$ cat src/rtl/rx_fifo.sv
// ---------------------------------------------------------------------------
// rx_fifo -- receive-side word FIFO for the UART receiver.
//
// A DEPTH-entry (DEPTH = 2**DEPTH_LOG2) circular buffer with show-ahead output.
// The head-of-queue word is always present on dout. Writes are accepted when
// not full. Reads are accepted when not empty. The flags are decoded from the
// stored-word count.
//
// Optional feature macro: RX_FIFO_OVERFLOW_FLAG_EN
//   defined   : overflow is a sticky register. It is set on the edge that
//               follows any cycle with we && full, and it is cleared only by
//               clear or rst_n.
//   undefined : overflow is tied to 0 and no overflow register exists.
//
// Parameters
//   WORD_WIDTH - width of one stored word
//   DEPTH_LOG2 - log2 of the entry count (>= 1)
//
// Ports
//   clk      in   1              rising-edge clock
//   rst_n    in   1              asynchronous active-low reset
//   din      in   WORD_WIDTH     write data
//   we       in   1              write request (one word per cycle)
//   full     out  1              count == DEPTH
//   dout     out  WORD_WIDTH     head-of-queue word (valid when !empty)
//   re       in   1              read request (pops head word)
//   empty    out  1              count == 0
//   count    out  DEPTH_LOG2+1   number of stored words
//   overflow out  1              sticky dropped-write flag
//   clear    in   1              synchronous flush of pointers, count, overflow
// ---------------------------------------------------------------------------
module rx_fifo #(
    parameter int unsigned WORD_WIDTH = 32'd8,
    parameter int unsigned DEPTH_LOG2 = 32'd4
) (
    input  logic                  clk,
    input  logic                  rst_n,
    input  logic [WORD_WIDTH-1:0] din,
    input  logic                  we,
    output logic                  full,
    output logic [WORD_WIDTH-1:0] dout,
    input  logic                  re,
    output logic                  empty,
    output logic [DEPTH_LOG2:0]   count,
    output logic                  overflow,
    input  logic                  clear
);

    localparam int unsigned DEPTH = 32'd1 << DEPTH_LOG2;

    // Count value that means "every entry holds a word" (only the MSB is set).
    localparam logic [DEPTH_LOG2:0]   FULL_COUNT = {1'b1, {DEPTH_LOG2{1'b0}}};
    localparam logic [DEPTH_LOG2:0]   CNT_ONE    = (DEPTH_LOG2 + 1)'(1'b1);
    localparam logic [DEPTH_LOG2-1:0] PTR_ONE    = DEPTH_LOG2'(1'b1);

    logic [WORD_WIDTH-1:0] mem_r [DEPTH];
    logic [DEPTH_LOG2-1:0] wr_ptr_r;
    logic [DEPTH_LOG2-1:0] rd_ptr_r;
    logic [DEPTH_LOG2:0]   count_r;
    logic                  full_s;
    logic                  empty_s;
    logic                  wr_en_s;
    logic                  rd_en_s;

    assign full_s  = (count_r == FULL_COUNT);
    assign empty_s = (count_r == {(DEPTH_LOG2 + 1){1'b0}});

    // The full and empty flags sampled this cycle decide acceptance.
    // When the FIFO is full and we && re arrive together, only the read is
    // accepted. When it is empty and we && re arrive together, only the write
    // is accepted.
    assign wr_en_s = we & ~full_s;
    assign rd_en_s = re & ~empty_s;

    assign full  = full_s;
    assign empty = empty_s;
    assign count = count_r;
    assign dout  = mem_r[rd_ptr_r];

    // Storage array; contents are deliberately not reset.
    always_ff @(posedge clk) begin
        if (wr_en_s && !clear) begin
            mem_r[wr_ptr_r] <= din;
        end
    end

    // Pointers and occupancy count; clear overrides any same-cycle traffic.
    always_ff @(posedge clk or negedge rst_n) begin
        if (!rst_n) begin
            wr_ptr_r <= {DEPTH_LOG2{1'b0}};
            rd_ptr_r <= {DEPTH_LOG2{1'b0}};
            count_r  <= {(DEPTH_LOG2 + 1){1'b0}};
        end else if (clear) begin
            wr_ptr_r <= {DEPTH_LOG2{1'b0}};
            rd_ptr_r <= {DEPTH_LOG2{1'b0}};
            count_r  <= {(DEPTH_LOG2 + 1){1'b0}};
        end else begin
            // Pointers wrap naturally from DEPTH-1 to 0 through their width.
            if (wr_en_s) begin
                wr_ptr_r <= wr_ptr_r + PTR_ONE;
            end
            if (rd_en_s) begin
                rd_ptr_r <= rd_ptr_r + PTR_ONE;
            end
            case ({wr_en_s, rd_en_s})
                2'b10:   count_r <= count_r + CNT_ONE;
                2'b01:   count_r <= count_r - CNT_ONE;
                default: count_r <= count_r;
            endcase
        end
    end

`ifdef RX_FIFO_OVERFLOW_FLAG_EN
    logic overflow_r;

    // Sticky record of any write attempted while full.
    always_ff @(posedge clk or negedge rst_n) begin
        if (!rst_n) begin
            overflow_r <= 1'b0;
        end else if (clear) begin
            overflow_r <= 1'b0;
        end else if (we && full_s) begin
            overflow_r <= 1'b1;
        end else begin
            overflow_r <= overflow_r;
        end
    end

    assign overflow = overflow_r;
`else
    assign overflow = 1'b0;
`endif

endmodule

$ cat config.mk
export PLATFORM = sky130hd
export DESIGN_NAME = rx_fifo
export DESIGN_NICKNAME = d
export VERILOG_FILES = /design/src/rtl/rx_fifo.sv
export SDC_FILE = /design/constraint.sdc
export NUM_CORES = 1
export LEC_CHECK = 0
export BUFFER_PORTS_ARGS = -buffer_cell sky130_fd_sc_hd__buf_4
export CORE_ASPECT_RATIO = 1.5
export CORE_MARGIN = 5
export CORE_UTILIZATION = 28
export CTS_CLUSTER_DIAMETER = 60
export DETAILED_ROUTE_END_ITERATION = 12
export GPL_TIMING_DRIVEN = 0
export PLACE_DENSITY = 0.4
export RECOVER_POWER = 25
export SYNTH_ARGS = -nofsm -noshare
export SYNTH_HDL_FRONTEND = slang
export SYNTH_SLANG_ARGS = --single-unit
$ cat constraint.sdc
create_clock -name clk -period 3.85 [get_ports clk]
set_input_delay 0.1925 -clock clk [delete_from_list [all_inputs] [get_ports clk]]
set_output_delay 0.1925 -clock clk [all_outputs]
set_load 0.1 [all_outputs]
# Yosys cells after proc, flatten, opt, wreduce, memory -nomap -nowiden
# Memory sizes are Yosys's and may differ from the RTL's.
# Cells that the tools add are included.
[totals]
ramBits = 128
regBits = 13
n_memories = 1
inputBits = 13
[classes]
n_eq_ne = 3
addsub = 4
reduce_logical = 6
bitwise_logic = 4
n_mux = 8
[memory_table]
columns = ["memory", "words", "word_bits", "rd", "rd_clocked_by_memory_dff", "write_ports", "line", "rtl"]
rows = [
  ["mem_r", 16, 8, 1, 0, 1, "56", "logic [WORD_WIDTH-1:0] mem_r [DEPTH];"],
]
[op_table]
columns = ["op", "n"]
rows = [
  ["4-bit two-way mux", 4],
  ["5-bit one-hot mux with 2 select lines", 1],
  ["4-bit by 1-bit adder with 4-bit output (second input constant)", 2],
  ["5-bit by 1-bit adder with 5-bit output (second input constant)", 1],
  ["5-bit == test (second input constant)", 1],
  ["5-bit zero test", 1],
  ["5-bit two-way mux", 1],
  ["5-bit by 1-bit subtractor with 5-bit output (second input constant)", 1],
  ["2-bit nonzero test", 2],
  ["3-bit nonzero test", 1],
  ["1-bit bitwise AND", 2],
  ["2-bit by 1-bit == test with 1-bit output (second input constant)", 1],
  ["2-bit == test (second input constant)", 1],
  ["1-bit two-way mux", 2],
  ["1-bit NOT", 2],
  ["1-bit logical AND", 1],
  ["1-bit zero test", 1],
]

# Depth between registers and ports, before layout
[logic_depth]
ltp_word = 6
mapped_depth = 10

# Worst setup path after synthesis
# No wires, ideal clock.
[synth_timing]
path_type = "reg2out"
startpoint = "reg count_r[1] (netlist: count[1])"
endpoint = "out full"
path_buffers = 1
required_ps = 3658
t_arrival_ps = 2824
setup_slack_ps = 834
path_stages_with_launch = 4
cell_sequence = "dfrtp_1 -> or4_1 -> buf_2 -> nor2_1"
[synth_via]
elab_chain_cells = 1
[synth_lines]
columns = ["item", "line", "rtl"]
rows = [
  ["from (decl)", "59", "logic [DEPTH_LOG2:0] count_r;"],
  ["from (signal assigned)", "92", "count_r <= {(DEPTH_LOG2 + 1){1'b0}};"],
  ["from (signal assigned)", "96", "count_r <= {(DEPTH_LOG2 + 1){1'b0}};"],
  ["from (signal assigned)", "106", "2'b10: count_r <= count_r + CNT_ONE;"],
  ["5-bit == test", "65", "assign full_s = (count_r == FULL_COUNT);"],
  ["to (decl)", "40", "output logic full,"],
]
# Every way passes these cells.

# Worst setup path after layout
[layout_timing]
startpoint = "reg rd_ptr_r[1]"
endpoint = "out dout[7]"
[layout_via]
elab_chain_cells = 1
[layout_lines]
columns = ["item", "line", "rtl"]
rows = [
  ["from (decl)", "58", "logic [DEPTH_LOG2-1:0] rd_ptr_r;"],
  ["from (signal assigned)", "91", "rd_ptr_r <= {DEPTH_LOG2{1'b0}};"],
  ["from (signal assigned)", "95", "rd_ptr_r <= {DEPTH_LOG2{1'b0}};"],
  ["from (signal assigned)", "103", "rd_ptr_r <= rd_ptr_r + PTR_ONE;"],
  ["memory 16 x 8 bit", "--", ""],
  ["to (decl)", "41", "output logic [WORD_WIDTH-1:0] dout,"],
]
# Every way passes these cells.

==> results.txt <==
----------------------------------------------------
[STA]
  Final setup viols ... 0
  Fin Hold WS ... 0.118 ns
  Timing-limited maximum frequency ... 321 MHz
  Hold violation total from the final report ... 0
  Slew margin rel. ... 0.182
  Post-route clock skew ... 0.0114 ns
  Aggregate negative setup slack ... 0 ns
  Final Cycle Share ... 0.809
  Number of max-slew violations in the final report ... 0
  Final min period ... 3.11 ns
  Setup repair after global routing missed its margin ... false
  Worst-Margin Slew ... 1.22 ns

[Setup path]
  Crit path DAT ... 2.92 ns
  Origin of the critical flop-to-flop path ... count[0]
  Path depth of the worst reg2reg path ... 9
  Startpoint kind of the worst setup timing path ... flip-flop
  Dominant cell type by count on the critical path ... sky130_fd_sc_hd__clkbuf_1
  Reg-to-Reg End ... count[4]
  Crit Path Max Fanout ... 10
  Largest stage delay on the critical path ... 0.57 ns
  Kind of end point of the critical path ... output port
  Reg-to-reg slack, setup ... 0.97 ns
  Critical Path Slowest Stage Cell ... sky130_fd_sc_hd__clkbuf_1
  Required time at the endpoint of the critical path ... 3.66 ns
  Critical path class ... flip-flop to output port
  Sequence of cells on the critical path ... clkbuf_1 > clkbuf_1 > mux4_1 > mux4_2 > buf_4

[Synthesis]
  Synth warnings ... 0
  Fraction of the yosys area taken by sequential cells ... 0.699
  Synth Flop Type ... sky130_fd_sc_hd__edfxtp_1
  Number of distinct library cells after synthesis ... 47
  Cells after Synth ... 301
  Register bit total from synthesis ... 141
  Post-synth design cell area ... 0.00597 mm^2
  Net Count, Synth ... 323
  Post-synthesis average cell area ... 19.8 um^2
  Synth async-reset ratio ... 0.0922
  Number of enable-type register cells in the synthesized netlist ... 128

[Run status]
  Result of the run ... finished, final reports clean

[Final layout]
  Fraction of layout cells with a size suffix above 1 ... 0.213
  Final #Nets ... 370
  Filler-free cell count of the finished design ... 629
  Final instance area ... 0.00707 mm^2
  End-of-flow core utilization ... 0.336
  Antenna Cells ... 0
  Area overhead of the layout relative to synthesis ... 18.4%

[Place]
  Buffers added on ports ... 27
  HPWL reported at the end of detailed placement ... 9190 um
  Weighted congestion reported at the end of routability-driven placement ... 0.731
  Cells after DPL ... 596
  DP Area ... 0.00651 mm^2

[Power]
  Peak VDD IR ... 0.712 mV
  Int Power ... 3140 uW
  Sequential Power Share ... 0.370
  Fraction of power consumed by combinational cells ... 0.304
  Pwr dens ... 679 mW/mm^2
  Proportion of power drawn by the clock network ... 0.326
  Proportion of total power due to net switching ... 0.345
  Pleak ... 0.00236 uW
  Net Sw Power ... 1650 uW

[Floorplanning]
  Placement Rows ... 65
  Starting density of the core ... 0.283
  I/O pin count ... 29
  Area of the core ... 0.0211 mm^2
  Die boundary height ... 189 um
  Die Area ... 0.0244 mm^2
  Horizontal die dimension ... 129 um

[Worst hold path]
  Start point of the worst min-delay path ... din[7]
  Class of the tightest hold or removal check ... input port to flip-flop
  Hold Crit Endpoint ... mem_r[3][7]
  Number of instances on the worst hold path ... 1

[CTS]
  Clock Sinks ... 141
  Maximum level of the CTS H-tree ... 4
  Clk_lat worst skew ... 0.42 ns
  Number of buffers created by CTS ... 17
  CTS root buf ... sky130_fd_sc_hd__clkbuf_16
  Clock slew at the register clock pins of the worst setup and hold paths ... 0.06 ns
  Clock tree from TritonCTS ... built
  Post-CTS repair timing setup buffer count ... 0
  Resize count post-CTS ... 0
  Number of buffers on the longest clock path ... 2

[Global routing]
  Global-route wire length before repair ... 20,600 um
  Remaining Overflow, GRT ... 0
  Initial antenna violation count ... 0
  Number of global-route vias before repair ... 3,138
  Largest net degree at the start of global routing ... 17
  Overall track demand over capacity in global routing ... 0.119

[Detailed routing]
  Detailed Routing Iterations Pass 1 ... 4
  Final Routed Wirelength ... 13,600 um
  Number of antenna-violating nets in the routed design ... 0
  DRC errors left ... 0
  Detailed router's first-iteration violation count ... 162
  Via count ... 2,920
  Via/cell ratio ... 4.64
  Per-cell routed wire length ... 21.6 um

[Run]
  Number of max-cap violations ... 0

----------------------------------------------------
==> synthesized netlist by cell type, types with 2 or more instances <==
cell type                  instances  share of area
sky130_fd_sc_hd__ha_1              8          0.017
sky130_fd_sc_hd__inv_1             8         0.0050
sky130_fd_sc_hd__clkbuf_1          9         0.0057
sky130_fd_sc_hd__dfrtp_1          13          0.055
sky130_fd_sc_hd__nor2_1           34          0.021
sky130_fd_sc_hd__o211ai_1          2         0.0025
sky130_fd_sc_hd__nand2_1           7         0.0044
sky130_fd_sc_hd__edfxtp_1        128           0.64
sky130_fd_sc_hd__mux2_2            2         0.0038
sky130_fd_sc_hd__mux4_2           10          0.038
sky130_fd_sc_hd__a211o_1           2         0.0029
sky130_fd_sc_hd__mux2i_1           4         0.0067
sky130_fd_sc_hd__xnor2_1           2         0.0029
sky130_fd_sc_hd__nand2b_1          2         0.0021
sky130_fd_sc_hd__xor2_1            5         0.0073
sky130_fd_sc_hd__mux4_1           30           0.13
sky130_fd_sc_hd__nand3_1           3         0.0025
sky130_fd_sc_hd__buf_6             3         0.0057
==> layout by cell type, fill, tap and decap left out, types with 3 or more instances in the layout <==
cell / instances
sky130_fd_sc_hd__buf_4: 21
sky130_fd_sc_hd__buf_6: 3
sky130_fd_sc_hd__clkbuf_1: 18
sky130_fd_sc_hd__clkbuf_16: 20
sky130_fd_sc_hd__clkinv_2: 4
sky130_fd_sc_hd__clkinvlp_4: 5
sky130_fd_sc_hd__dfrtp_1: 13
sky130_fd_sc_hd__edfxtp_1: 128
sky130_fd_sc_hd__ha_1: 8
sky130_fd_sc_hd__inv_1: 8
sky130_fd_sc_hd__mux2i_1: 4
sky130_fd_sc_hd__mux4_1: 30
sky130_fd_sc_hd__mux4_2: 10
sky130_fd_sc_hd__nand2_1: 7
sky130_fd_sc_hd__nand3_1: 3
sky130_fd_sc_hd__nor2_1: 34
sky130_fd_sc_hd__xor2_1: 5
==> what timing repair did <==
item / CTS / global route
endpoints found under the setup margin: 0 / 0
hold endpoints to repair: 13 / 0
hold buffers: 1 / 0
==> flip-flops by register name, indices dropped and copies added, names as in the netlist <==
signal / count
count: 5
mem_r: 128
rd_ptr_r: 4
wr_ptr_r: 4
==> cell families after synthesis <==
logic type / Yosys count / synth area share
AND/OR/NAND/NOR: 57 / 0.0453
flip-flops: 141 / 0.699
AO/OA/AOI/OAI: 15 / 0.0214
buffers and inverters: 24 / 0.0216
XOR/XNOR: 7 / 0.0103
adder cells (fa/ha/maj): 9 / 0.0201
other: 1 / 0.000628
multiplexers: 47 / 0.182
==> final cells by class <==
type | count | area, um^2
Tap cell | 268 | 335
Clock inverter | 9 | 57.6
Sequential cell | 141 | 4170
Buffer | 16 | 98.8
Inverter | 8 | 30.0
Clock buffer | 23 | 522
Timing Repair Buffer | 28 | 186
Multi-Input combinational cell | 136 | 1670
Fill cell | 1995 | 14000
==> metal layers <==
layer,global-route usage,share of wire,routed length (um)
met5,0,0,0
met1,0.141,0.40,5440
met2,0.209,0.56,7650
met3,0.0247,0.020,276
met4,0.0477,0.018,240
==> how the worst max path moves through the flow <==
stage,start,end,cells past startpoint
final,rd_ptr_r[1],dout[7],5
after global routing,rd_ptr_r[1],dout[2],5
after CTS,rd_ptr_r[1],dout[2],5
after detailed placement,count[1],count[4],9
after global placement,count[1],count[4],9
after floorplan,count[1],full,3
==> power by group through the flow <==
stage               Clock, uW  Combinational [uW]  Sequential (uW)
floorplan                   0                 976             1960
global placement            0                1470             1800
detailed placement          0                1480             1810
CTS                      1610                1490             1780
global route             1680                1560             1780
finish                   1570                1460             1780
==> worst max-delay path: cells and delay by family, from the launching register on <==
kind	cells	cell delay, ns
mux	2	0.92
buf+inv	3	1.22
flops	1	0.35
==> per-stage QoR <==
step	setup slack [ns]	total power, uW
final	0.735	4800
after global routing	0.553	5020
after CTS	0.622	4870
after detailed placement	0.930	3290
after global placement	0.932	3280
after floorplan	0.834	2940
Power figures use the tool's default switching activity.
